==> config.mk <==
export PLATFORM = sky130hd
export DESIGN_NAME = debug_unit_ctrl
export DESIGN_NICKNAME = d
export VERILOG_FILES = /design/src/rtl/debug_unit_ctrl.sv
export SDC_FILE = /design/constraint.sdc
export NUM_CORES = 1
export LEC_CHECK = 0
export CORE_MARGIN = 4
export CORE_UTILIZATION = 40
export CTS_CLUSTER_SIZE = 20
export DETAILED_ROUTE_END_ITERATION = 8
export PLACE_DENSITY = 0.73
export SYNTH_ARGS = -nofsm -noshare
export SYNTH_HDL_FRONTEND = slang
export SYNTH_SLANG_ARGS = --single-unit
==> constraint.sdc <==
create_clock -name i_clk -period 2.4 [get_ports i_clk]
set_input_delay 0.6 -clock i_clk [delete_from_list [all_inputs] [get_ports i_clk]]
set_output_delay 0.6 -clock i_clk [all_outputs]
set_load 0.01 [all_outputs]
==> src/rtl/debug_unit_ctrl.sv <==
// Host debug controller: decodes UART commands, loads instruction memory,
// controls run/step mode and streams register and pipeline-latch snapshots.
module debug_unit_ctrl #(
    parameter int unsigned MAX_INSTRUCTION = 64,
    parameter int unsigned NUM_REGISTERS   = 32,
    parameter int unsigned IF_ID_BYTES     = 4,
    parameter int unsigned ID_EX_BYTES     = 17,
    parameter int unsigned EX_MEM_BYTES    = 10,
    parameter int unsigned MEM_WB_BYTES    = 9
) (
    input  logic                               i_clk,
    input  logic                               i_rst,
    input  logic [7:0]                         i_rx_data,
    input  logic                               i_rx_valid,
    output logic [7:0]                         o_tx_data,
    output logic                               o_tx_start,
    input  logic                               i_tx_done,
    output logic                               o_imem_we,
    output logic [$clog2(MAX_INSTRUCTION)-1:0] o_imem_addr,
    output logic [31:0]                        o_imem_wdata,
    output logic                               o_stall,
    output logic                               o_cpu_rst,
    output logic [2:0]                         o_dump_sel,
    output logic [7:0]                         o_dump_idx,
    input  logic [7:0]                         i_dump_byte
);

    localparam int unsigned AW = $clog2(MAX_INSTRUCTION);
    localparam logic [8:0] MaxWords = 9'(MAX_INSTRUCTION);

    typedef enum logic [3:0] {
        StIdle, StLdCnt, StLdByte, StLdWr, StDumpReq, StDumpTx, StDumpWait, StAckTx, StAckWait
    } state_e;

    state_e      state_q, state_d;
    logic        cont_q, cont_d;
    logic        stall_q, stall_d;
    logic        cpu_rst_q, cpu_rst_d;
    logic        tx_start_q, tx_start_d;
    logic [7:0]  tx_data_q, tx_data_d;
    logic [2:0]  sel_q, sel_d;
    logic [7:0]  idx_q, idx_d;
    logic [7:0]  cnt_q, cnt_d;
    logic [7:0]  word_q, word_d;
    logic [1:0]  byte_q, byte_d;
    logic [31:0] wdata_q, wdata_d;
    logic [8:0]  dump_len;
    logic [8:0]  idx_inc;

    always_comb begin
        dump_len = 9'd1;
        case (sel_q)
            3'd1:    dump_len = 9'(4 * NUM_REGISTERS);
            3'd2:    dump_len = 9'(IF_ID_BYTES);
            3'd3:    dump_len = 9'(ID_EX_BYTES);
            3'd4:    dump_len = 9'(EX_MEM_BYTES);
            3'd5:    dump_len = 9'(MEM_WB_BYTES);
            default: dump_len = 9'd1;
        endcase
    end

    always_comb begin
        state_d    = state_q;
        cont_d     = cont_q;
        stall_d    = 1'b1;
        cpu_rst_d  = 1'b0;
        tx_start_d = 1'b0;
        tx_data_d  = tx_data_q;
        sel_d      = sel_q;
        idx_d      = idx_q;
        cnt_d      = cnt_q;
        word_d     = word_q;
        byte_d     = byte_q;
        wdata_d    = wdata_q;
        idx_inc    = {1'b0, idx_q} + 9'd1;
        case (state_q)
            StIdle: begin
                stall_d = ~cont_q;
                if (i_rx_valid) begin
                    case (i_rx_data)
                        8'h08: begin
                            cont_d  = 1'b1;
                            stall_d = 1'b0;
                        end
                        8'h11: begin
                            cont_d  = 1'b0;
                            state_d = StAckTx;
                        end
                        // Single-step: one free-running cycle, then the default re-freezes.
                        8'h0A: if (!cont_q) stall_d = 1'b0;
                        8'h07: state_d = StLdCnt;
                        8'h01, 8'h02, 8'h03, 8'h04, 8'h05: begin
                            sel_d   = i_rx_data[2:0];
                            idx_d   = 8'd0;
                            state_d = StDumpReq;
                        end
                        default: ;
                    endcase
                end
            end
            StLdCnt: begin
                if (i_rx_valid) begin
                    cnt_d  = i_rx_data;
                    word_d = 8'd0;
                    byte_d = 2'd0;
                    if (i_rx_data == 8'd0) begin
                        cpu_rst_d = 1'b1;
                        state_d   = StAckTx;
                    end else begin
                        state_d = StLdByte;
                    end
                end
            end
            StLdByte: begin
                if (i_rx_valid) begin
                    wdata_d = {i_rx_data, wdata_q[31:8]};
                    byte_d  = byte_q + 2'd1;
                    if (byte_q == 2'd3) state_d = StLdWr;
                end
            end
            StLdWr: begin
                word_d = word_q + 8'd1;
                if (word_q == cnt_q - 8'd1) begin
                    cpu_rst_d = 1'b1;
                    state_d   = StAckTx;
                end else begin
                    state_d = StLdByte;
                    // A byte landing during the write cycle starts the next word.
                    if (i_rx_valid) begin
                        wdata_d = {i_rx_data, wdata_q[31:8]};
                        byte_d  = 2'd1;
                    end
                end
            end
            StDumpReq: state_d = StDumpTx;
            StDumpTx: begin
                tx_data_d  = i_dump_byte;
                tx_start_d = 1'b1;
                state_d    = StDumpWait;
            end
            StDumpWait: begin
                if (i_tx_done) begin
                    idx_d   = idx_q + 8'd1;
                    state_d = (idx_inc < dump_len) ? StDumpReq : StAckTx;
                end
            end
            StAckTx: begin
                tx_data_d  = 8'h52;
                tx_start_d = 1'b1;
                state_d    = StAckWait;
            end
            StAckWait: if (i_tx_done) state_d = StIdle;
            default: state_d = StIdle;
        endcase
    end

    always_ff @(posedge i_clk) begin
        if (i_rst) begin
            state_q    <= StIdle;
            cont_q     <= 1'b0;
            stall_q    <= 1'b1;
            cpu_rst_q  <= 1'b0;
            tx_start_q <= 1'b0;
            tx_data_q  <= 8'd0;
            sel_q      <= 3'd0;
            idx_q      <= 8'd0;
            cnt_q      <= 8'd0;
            word_q     <= 8'd0;
            byte_q     <= 2'd0;
            wdata_q    <= 32'd0;
        end else begin
            state_q    <= state_d;
            cont_q     <= cont_d;
            stall_q    <= stall_d;
            cpu_rst_q  <= cpu_rst_d;
            tx_start_q <= tx_start_d;
            tx_data_q  <= tx_data_d;
            sel_q      <= sel_d;
            idx_q      <= idx_d;
            cnt_q      <= cnt_d;
            word_q     <= word_d;
            byte_q     <= byte_d;
            wdata_q    <= wdata_d;
        end
    end

    // Strobes are masked by reset so nothing escapes during the reset cycle.
    assign o_imem_we    = (state_q == StLdWr) && ({1'b0, word_q} < MaxWords) && !i_rst;
    assign o_tx_start   = tx_start_q && !i_rst;
    assign o_imem_addr  = word_q[AW-1:0];
    assign o_imem_wdata = wdata_q;
    assign o_tx_data    = tx_data_q;
    assign o_stall      = stall_q;
    assign o_cpu_rst    = cpu_rst_q;
    assign o_dump_sel   = sel_q;
    assign o_dump_idx   = idx_q;

endmodule
==> qor.txt, run 1 <==
Reg clk slew, reported paths: 0.10 ns
Final worst slack: 0.0830 ns
Buf+Inv Stages, Crit Path: 1
Final #Nets: 617
Final Skew: 0.0173 ns
Clock latency on the worst-skew pair: 0.36 ns
Num rows: 36
Syn_area_per_cell: 8.50 um^2
Peak VDD IR: 315 uV
CP endpoint kind: register
DR vias/cell: 5.23
Post-synthesis sequential area ratio: 0.380
Initial DRC count: 163
Area of placed instances: 5270 um^2
Final-report max-slew violation count: 0
Actual slew at the worst max-slew pin: 0.502 ns
DIE WIDTH: 109 um
Max Clk Rate: 432 MHz
Crit-path max FO: 4
Post-route cell area: 5590 um^2
Detail Placement HPWL: 7760 um
N_diodes: 0
Largest net degree at the start of global routing: 44
Crit path kind: input port to register
Slew margin rel.: 0.664
Number of I/O port buffers: 80
Finish-stage setup viols: 0
Routed via count: 3795
Critical-path top delay cell: or4_4
EDFF count, synth: 0
Total global routing overflow: 0
Max Cap Viol: 0
Share of layout cells above drive strength 1: 0.169
Gpl congestion: 0.873
Hold-fix buffers at CTS: 0
Clk sinks: 77
Req. time, crit path: 2.67 ns
Most common cell after layout, fill and taps aside: clkdlybuf4s50_1
Worst-path cell chain: clkdlybuf4s50_1 > or4_4 > nand3b_1 > a21o_1 > or2_2 > a221oi_1
Leakage: 2.18 nW
Layout fillers: 908
Synth warn: 0
H-tree Lvls: 3
Vias in the first global route: 3860
TritonCTS buffer count: 9
Synth cell types: 59
Placed insts: 707
RSZ-0062 raised after global routing: true
TritonCTS clock tree: done
Iteration count of the initial detailed-routing pass: 5
Crit path DAT: 2.58 ns
Status: finished, final reports clean
Ys async rst share: 0
Die area: 11800 um^2
DRC viols: 0
Final Hold Slack: 0.479 ns
Place WS: -0.459 ns
Clock root cell: clkbuf_8
Longest Clk Path Bufs: 2
ANT nets after route: 0
Total GRT Usage: 0.188
Yosys reg bits: 77
Drt wl/cell: 14.4 um
Routed wire length: 10400 um
Fin crit period: 2.32 ns
Post-Syn Instances: 477
Ports: 81
Finished Layout Cells: 725
Core ar.: 9820 um^2
Final hold vios: 0
Most frequent cells in the layout: clkdlybuf4s50_1 (78), dfxtp_1 (75), nor2_1 (53)
Hold/Removal Path Class: register to register
Part of the cycle the worst path needs: 0.965
Cell area after synthesis: 4060 um^2
Total negative slack: 0 ns
Syn-to-layout area delta: 37.7%
First-pass GRT wire length: 17900 um
Final Power: 2.50 mW
PwrDens: 447 nW/um^2
Predominant post-synthesis flop cell: dfxtp_1
Delay-heaviest family, CP: simple AND/OR/NAND/NOR gates
Core Util, Final: 0.569
Critical Path Start Type: input port
Chip Height: 109 um
Initial antenna violation count: 0
Syn nets: 507
Slowest stage delay, CP: 0.59 ns
Initial Utilization: 0.413
==> layer usage <==
metal  global-route usage  vias up  wire length, um
met5                    0        -                0
met4               0.0748        0              211
met3               0.0349       15              493
met2                0.317      112             5040
met1                0.237     1785             4710
li1                     -     1883                -
==> cell families (layout without fill, tap and decap cells) <==
logic type               Yosys count  count (layout)  share of synthesized area
AND/OR/NAND/NOR                  214             214                      0.284
AO/OA/AOI/OAI                     84              84                      0.131
flip-flops                        77              77                      0.380
buffers and inverters             40             155                     0.0497
multiplexers                      37              37                     0.0916
XOR/XNOR                          15              15                     0.0324
adder cells (fa/ha/maj)           10              10                     0.0308
==> where the power goes <==
part | switching (mW) | internal [mW] | leakage (nW)
clock network | 0.549 | 0.505 | 0.107
registers | 0.00261 | 1.28 | 0.621
logic | 0.0761 | 0.0846 | 1.45
total | 0.628 | 1.87 | 2.18
==> final cells by class <==
cell class,count,area [um^2],share of cell area
clock buffers,9,124,0.0222
multi-input cells,360,2430,0.435
inverters,6,25.0,0.00448
flip-flops and latches,77,1550,0.277
well taps,133,166,0.0298
repair buffers,133,1210,0.216
clock inverters,7,85.1,0.0152
==> what timing repair did <==
action                     in CTS  in global routing
buffers inserted                1                  1
pin swaps                       6                  5
gates resized for setup        10                  9
setup endpoints to repair       7                 11
hold endpoints to repair        0                  0
==> registers in the layout, indices dropped and copies added, names as in the netlist <==
| name | flops |
|---|---|
| byte_q | 2 |
| cnt_q | 8 |
| cont_q | 1 |
| o_cpu_rst | 1 |
| o_dump_idx | 8 |
| o_dump_sel | 3 |
| o_imem_wdata | 32 |
| o_stall | 1 |
| o_tx_data | 8 |
| state_q | 4 |
| tx_start_q | 1 |
| word_q | 8 |
==> synthesized netlist by cell type (6+ instances only) <==
library cell	count	area [um^2]
nor3_1	17	85.1
nor3b_1	7	52.6
dfxtp_1	77	1540
nor2_1	53	199
o21ai_0	13	65.1
inv_1	6	22.5
a21oi_1	35	175
ha_1	10	125
xor2_1	8	70.1
nand2b_1	47	294
and3_1	7	43.8
a211oi_1	8	60.1
xnor2_1	7	61.3
mux2i_1	36	360
nand2_1	35	131
buf_4	6	45.0
nand3_1	10	50.1
clkbuf_1	19	71.3
==> tightest hold or removal path, stage by stage (launching register included) <==
cell      delay [ns]
dfxtp_1         0.32
nand2b_1        0.06
mux2i_1         0.06
==> final timing paths <==
check / from / cells past startpoint / endpoint / slack [ns]
worst max-delay path: i_rx_data[7] / 6 / state_q[2]$_SDFFE_PP0P_ / 0.08
worst min-delay path: o_imem_wdata[4]$_SDFFE_PP0P_ / 2 / o_imem_wdata[4]$_SDFFE_PP0P_ / 0.48
worst max register to register: o_dump_sel[1]$_SDFFE_PP0P_ / 9 / state_q[1]$_SDFFE_PP0P_ / 0.11
worst min register to register: o_imem_wdata[4]$_SDFFE_PP0P_ / 2 / o_imem_wdata[4]$_SDFFE_PP0P_ / 0.48
No activity file was read; power rests on OpenSTA's default activity.
==> run 2, diff against run 1 <==
--- a/config.mk
+++ b/config.mk
@@ -9,6 +9,7 @@
 export CORE_UTILIZATION = 40
 export CTS_CLUSTER_SIZE = 20
 export DETAILED_ROUTE_END_ITERATION = 8
+export MAX_ROUTING_LAYER = met4
 export PLACE_DENSITY = 0.73
 export SYNTH_ARGS = -nofsm -noshare
 export SYNTH_HDL_FRONTEND = slang
==> qor.txt, run 2 (synthesized netlist as in run 1, its figures left out) <==
Req. time, crit path: 2.64 ns (was 2.67 ns)
Final Skew: 0.0110 ns (was 0.0173 ns)
DRC viols: 0 (unchanged)
Total GRT Usage: 0.191 (was 0.188)
Drt wl/cell: 14.6 um (was 14.4 um)
Detail Placement HPWL: 7740 um (was 7760 um)
DR vias/cell: 5.24 (was 5.23)
Routed wire length: 10500 um (was 10400 um)
Gpl congestion: 0.892 (was 0.873)
Reg clk slew, reported paths: 0.09 ns (was 0.10 ns)
Part of the cycle the worst path needs: 0.974 (was 0.965)
H-tree Lvls: 3 (unchanged)
Clk sinks: 77 (unchanged)
Die area: 11800 um^2 (unchanged)
Buf+Inv Stages, Crit Path: 1 (unchanged)
Total negative slack: 0 ns (unchanged)
ANT nets after route: 0 (unchanged)
Status: finished, final reports clean (unchanged)
Max Cap Viol: 0 (unchanged)
Share of layout cells above drive strength 1: 0.163 (was 0.169)
Finish-stage setup viols: 0 (unchanged)
Final worst slack: 0.0632 ns (was 0.0830 ns)
Initial DRC count: 161 (was 163)
Chip Height: 109 um (unchanged)
Final Power: 2.42 mW (was 2.50 mW)
Critical Path Start Type: input port (unchanged)
Clock latency on the worst-skew pair: 0.36 ns (about the same)
Crit path kind: input port to register (unchanged)
Number of flip-flops in the largest register: 32 (unchanged)
Hold/Removal Path Class: register to register (unchanged)
Pint: 1.77 mW (was 1.87 mW)
CP endpoint kind: register (unchanged)
Crit-path max FO: 6 (was 4)
Slowest stage delay, CP: 0.59 ns (about the same)
TritonCTS buffer count: 9 (unchanged)
Routed via count: 3760 (was 3795)
Final #Nets: 609 (was 617)
Vias in the first global route: 3671 (was 3860)
Max Clk Rate: 428 MHz (was 432 MHz)
Ports: 81 (unchanged)
PwrDens: 439 nW/um^2 (was 447 nW/um^2)
Clock root cell: clkbuf_8 (unchanged)
Num rows: 36 (unchanged)
Crit path DAT: 2.58 ns (about the same)
Place WS: -0.364 ns (was -0.459 ns)
DIE WIDTH: 109 um (unchanged)
Most common cell after layout, fill and taps aside: clkdlybuf4s50_1 (unchanged)
Leakage: 2.14 nW (was 2.18 nW)
Delay-heaviest family, CP: simple AND/OR/NAND/NOR gates (unchanged)
Clk pwr share: 0.406 (was 0.422)
Slew margin rel.: 0.661 (was 0.664)
TritonCTS clock tree: done (unchanged)
Syn-to-layout area delta: 36.2% (was 37.7%)
Actual slew at the worst max-slew pin: 0.505 ns (was 0.502 ns)
Peak VDD IR: 240 uV (was 315 uV)
Fin crit period: 2.34 ns (was 2.32 ns)
Critical-path top delay cell: or4_4 (unchanged)
Longest Clk Path Bufs: 2 (unchanged)
Sequential power share: 0.529 (was 0.513)
Switching Fraction: 0.269 (was 0.252)
Total global routing overflow: 0 (unchanged)
Most frequent cells in the layout: clkdlybuf4s50_1 (78), dfxtp_1 (75), nor2_1 (53) (unchanged)
Final-report max-slew violation count: 0 (unchanged)
Combinational share of power: 0.066 (was 0.064)
Post-CTS setup buffers: 0 (was 1)
Number of I/O port buffers: 80 (unchanged)
RSZ-0062 raised after global routing: true (unchanged)
Initial antenna violation count: 0 (unchanged)
Reg2reg setup slack: 0.07 ns (was 0.11 ns)
Net switching power: 0.652 mW (was 0.628 mW)
N_diodes: 0 (unchanged)
Worst-path cell chain: clkdlybuf4s50_1 > or4_4 > a2111oi_4 > nor2b_2 > nor2_1 > o21ai_0 > a21oi_1 (was clkdlybuf4s50_1 > or4_4 > nand3b_1 > a21o_1 > or2_2 > a221oi_1)
Final hold vios: 0 (unchanged)
Largest net degree at the start of global routing: 44 (unchanged)
Initial Utilization: 0.413 (unchanged)
Iteration count of the initial detailed-routing pass: 4 (was 5)
First-pass GRT wire length: 17600 um (was 17900 um)
Core ar.: 9820 um^2 (unchanged)
-- run 2: through the flow --
step | utilization | cell area (um^2) | hold slack (ns) | std cells
3_5_place_dp | 0.532 | 5220 | 0.471 | 701
6_report | 0.562 | 5520 | 0.478 | 717
5_1_grt | 0.562 | 5520 | 0.511 | 717
2_1_floorplan | - | 4090 | 0.448 | 477
4_1_cts | 0.556 | 5460 | 0.485 | 717
3_3_place_gp | 0.532 | 5220 | 0.462 | 701
-- run 2: power groups by stage --
stage	sequential [mW]	clock (mW)	combinational (mW)
after floorplan	1.31	0	0.0732
after global placement	1.31	0	0.153
after detailed placement	1.31	0	0.155
after CTS	1.28	1.00	0.156
after global routing	1.28	1.08	0.173
final	1.28	0.983	0.160
-- run 2: cell type report --
type                       instances  area (um^2)
tap                              133          166
fill                             939         4300
timing repair buffer             125         1150
inverter                           6         22.5
clock inverter                     7         71.3
clock buffer                       9          124
sequential                        77         1550
multi-input combinational        360         2440
-- run 2: worst reg2reg max path, cell delays in order (launching register included) --
cell and delay [ns]:
dfxtp_4 0.35, inv_2 0.07, ha_4 0.20, or4b_4 0.50, ha_4 0.29, and4_1 0.18, a22oi_2 0.08, a21oi_2 0.23
a211oi_2 0.06, o41ai_2 0.28
-- run 2: worst paths after layout --
path | start | endpoint | cells past startpoint
setup reg to reg | o_dump_sel[1]$_SDFFE_PP0P_ | state_q[1]$_SDFFE_PP0P_ | 9
hold reg to reg | o_imem_wdata[1]$_SDFFE_PP0P_ | o_imem_wdata[1]$_SDFFE_PP0P_ | 2
hold / removal | o_imem_wdata[1]$_SDFFE_PP0P_ | o_imem_wdata[1]$_SDFFE_PP0P_ | 2
setup / recovery | i_rx_data[7] | o_dump_idx[3]$_SDFFE_PP0P_ | 7
-- run 2: repair_timing --
action | 4_1_cts | 5_1_grt
hold buffers | 0 | 0
setup endpoints to repair | 2 | 14
gates resized for setup | 8 | 12
pin swaps | 4 | 5
-- run 2: per-layer routing --
| metal | track usage | vias to the layer above | wire [um] |
|---|---|---|---|
| met4 | 0.0478 | 0 | 126 |
| met1 | 0.248 | 1758 | 4830 |
| li1 | - | 1878 | - |
| met3 | 0.0420 | 16 | 542 |
| met5 | - | - | 0 |
| met2 | 0.304 | 108 | 5010 |
==> run 3, diff against run 2 <==
--- a/config.mk
+++ b/config.mk
@@ -6,11 +6,11 @@
 export NUM_CORES = 1
 export LEC_CHECK = 0
 export CORE_MARGIN = 4
-export CORE_UTILIZATION = 40
+export CORE_UTILIZATION = 47
 export CTS_CLUSTER_SIZE = 20
 export DETAILED_ROUTE_END_ITERATION = 8
 export MAX_ROUTING_LAYER = met4
-export PLACE_DENSITY = 0.73
+export PLACE_DENSITY = 0.83
 export SYNTH_ARGS = -nofsm -noshare
 export SYNTH_HDL_FRONTEND = slang
 export SYNTH_SLANG_ARGS = --single-unit
==> qor.txt, run 3 (synthesized netlist as in run 1, its figures left out) <==
Fin crit period: 2.34 ns (about the same)
Finish-stage setup viols: 0 (unchanged)
Initial DRC count: 192 (was 161)
Most frequent cells in the layout: clkdlybuf4s50_1 (78), dfxtp_1 (75), nor2_1 (52) (was clkdlybuf4s50_1 (78), dfxtp_1 (75), nor2_1 (53))
Slowest stage delay, CP: 0.57 ns (was 0.59 ns)
Place WS: -0.337 ns (was -0.364 ns)
Delay-heaviest family, CP: simple AND/OR/NAND/NOR gates (unchanged)
CP endpoint kind: register (unchanged)
Layout fillers: 658 (was 939)
Final Hold Slack: 0.480 ns (was 0.478 ns)
Crit-path max FO: 3 (was 6)
Share of layout cells above drive strength 1: 0.159 (was 0.163)
Multi-input gate area: 2430 um^2 (was 2440 um^2)
Buf+Inv Stages, Crit Path: 2 (was 1)
TritonCTS clock tree: done (unchanged)
Max Cap Viol: 0 (unchanged)
Routed wire length: 10300 um (was 10500 um)
Peak VDD IR: 351 uV (was 240 uV)
Max Clk Rate: 428 MHz (about the same)
Largest net degree at the start of global routing: 55 (was 44)
DIE WIDTH: 101 um (was 109 um)
N_diodes: 0 (unchanged)
Pint: 1.87 mW (was 1.77 mW)
Vias in the first global route: 3697 (was 3671)
Die area: 10200 um^2 (was 11800 um^2)
Chip Height: 101 um (was 109 um)
Clk sinks: 77 (unchanged)
Status: finished, final reports clean (unchanged)
Final hold vios: 0 (unchanged)
Routed via count: 3796 (was 3760)
Net switching power: 0.635 mW (was 0.652 mW)
Sequential power share: 0.512 (was 0.529)
ANT nets after route: 0 (unchanged)
Crit path kind: input port to register (unchanged)
First-pass GRT wire length: 17000 um (was 17600 um)
Total GRT Usage: 0.210 (was 0.191)
Actual slew at the worst max-slew pin: 0.571 ns (was 0.505 ns)
Final-report max-slew violation count: 0 (unchanged)
Slew margin rel.: 0.616 (was 0.661)
Core ar.: 8300 um^2 (was 9820 um^2)
H-tree Lvls: 3 (unchanged)
Hold_sp: o_imem_wdata[2]$_SDFFE_PP0P_ (was o_imem_wdata[1]$_SDFFE_PP0P_)
Part of the cycle the worst path needs: 0.973 (was 0.974)
Initial antenna violation count: 0 (unchanged)
Total negative slack: 0 ns (unchanged)
Initial Utilization: 0.489 (was 0.413)
Critical-path top delay cell: or4_4 (unchanged)
Hold Path End: o_imem_wdata[2]$_SDFFE_PP0P_ (was o_imem_wdata[1]$_SDFFE_PP0P_)
Reg clk slew, reported paths: 0.09 ns (about the same)
Ports: 81 (unchanged)
Finished Layout Cells: 689 (was 717)
Leakage: 2.14 nW (about the same)
Placed insts: 673 (was 701)
Clock latency on the worst-skew pair: 0.36 ns (about the same)
Hold/Removal Path Class: register to register (unchanged)
Number of flip-flops in the largest register: 32 (unchanged)
Final Skew: 0.0129 ns (was 0.0110 ns)
Combinational share of power: 0.064 (was 0.066)
DRC viols: 0 (unchanged)
Reg2Reg Depth: 9 (unchanged)
WP depth: 7 (unchanged)
Crit path DAT: 2.60 ns (was 2.58 ns)
Iteration count of the initial detailed-routing pass: 4 (unchanged)
Sequential cell area: 1550 um^2 (unchanged)
Worst-path cell chain: clkdlybuf4s50_1 > or4_4 > buf_4 > nand3b_1 > a21o_1 > or2_4 > a221oi_2 (was clkdlybuf4s50_1 > or4_4 > a2111oi_4 > nor2b_2 > nor2_1 > o21ai_0 > a21oi_1)
TritonCTS buffer count: 9 (unchanged)
Critical Path Start Type: input port (unchanged)
DR vias/cell: 5.51 (was 5.24)
Syn-to-layout area delta: 35.5% (was 36.2%)
Number of I/O port buffers: 80 (unchanged)
Clk pwr share: 0.424 (was 0.406)
Switching Fraction: 0.254 (was 0.269)
Req. time, crit path: 2.67 ns (was 2.64 ns)
Hold-fix buffers at CTS: 0 (unchanged)
Reg2reg setup slack: 0.06 ns (was 0.07 ns)
Most common cell after layout, fill and taps aside: clkdlybuf4s50_1 (unchanged)
Total global routing overflow: 0 (unchanged)
Longest Clk Path Bufs: 2 (unchanged)
Critical R2R Launch: o_dump_sel[1]$_SDFFE_PP0P_ (unchanged)
Detail Placement HPWL: 7510 um (was 7740 um)
Final #Nets: 609 (unchanged)
Crit Reg-Reg Endpoint: state_q[1]$_SDFFE_PP0P_ (unchanged)
PwrDens: 455 nW/um^2 (was 439 nW/um^2)
Gpl congestion: 0.877 (was 0.892)
Final worst slack: 0.0649 ns (was 0.0632 ns)
Clock root cell: clkbuf_8 (unchanged)
Hold Path Depth: 2 (unchanged)
Drt wl/cell: 15.0 um (was 14.6 um)
Num rows: 33 (was 36)
run 3: layout make-up:
cell class	count	area share
tap	105	0.0239
inverter	6	0.00410
clock buffer	9	0.0225
multi-input combinational	360	0.443
clock inverter	7	0.0164
sequential	77	0.281
timing repair buffer	125	0.209
run 3: repair_timing:
action | CTS | global route
endpoints found under the setup margin | 3 | 12
setup buffers | 0 | 0
pin swaps | 5 | 6
resized for setup | 9 | 12
run 3: per-stage QoR:
stage          total power, mW  area (um^2)  utilization
3_5_place_dp              1.46         5190        0.625
5_1_grt                   2.59         5500        0.662
6_report                  2.50         5500        0.662
3_3_place_gp              1.46         5190        0.625
4_1_cts                   2.51         5450        0.656
2_1_floorplan             1.38         4090            -
run 3: tightest hold or removal path, cell delays in order, from the launching register on:
cell,delay [ns]
dfxtp_1,0.32
nand2b_1,0.06
mux2i_1,0.06
run 3: worst max path at each step:
stage                               start                    endpoint  slack, ns
3_3_place_gp                 i_rx_data[7]     state_q[2]$_SDFFE_PP0P_      -0.31
3_5_place_dp                 i_rx_data[7]  o_dump_idx[6]$_SDFFE_PP0P_      -0.34
6_report                     i_rx_data[3]     state_q[2]$_SDFFE_PP0P_       0.06
4_1_cts        o_dump_sel[1]$_SDFFE_PP0P_     state_q[1]$_SDFFE_PP0P_       0.02
2_1_floorplan  o_dump_sel[2]$_SDFFE_PP0P_     state_q[0]$_SDFFE_PP0P_       0.02
5_1_grt                      i_rx_data[2]  o_dump_idx[3]$_SDFFE_PP0P_      -0.02
run 3: power groups by stage:
stage               logic (mW)  registers [mW]  clock network (mW)
floorplan               0.0732            1.31                   0
global placement         0.150            1.31                   0
detailed placement       0.153            1.31                   0
CTS                      0.155            1.28                1.08
global route             0.172            1.28                1.14
finish                   0.160            1.28                1.06
run 3: per-layer routing:
| layer | up-vias | GRT usage | routed length (um) |
|---|---|---|---|
| li1 | 1877 | - | - |
| met1 | 1761 | 0.259 | 4610 |
| met5 | - | - | 0 |
| met3 | 25 | 0.0498 | 679 |
| met2 | 133 | 0.338 | 4800 |
| met4 | 0 | 0.0726 | 244 |
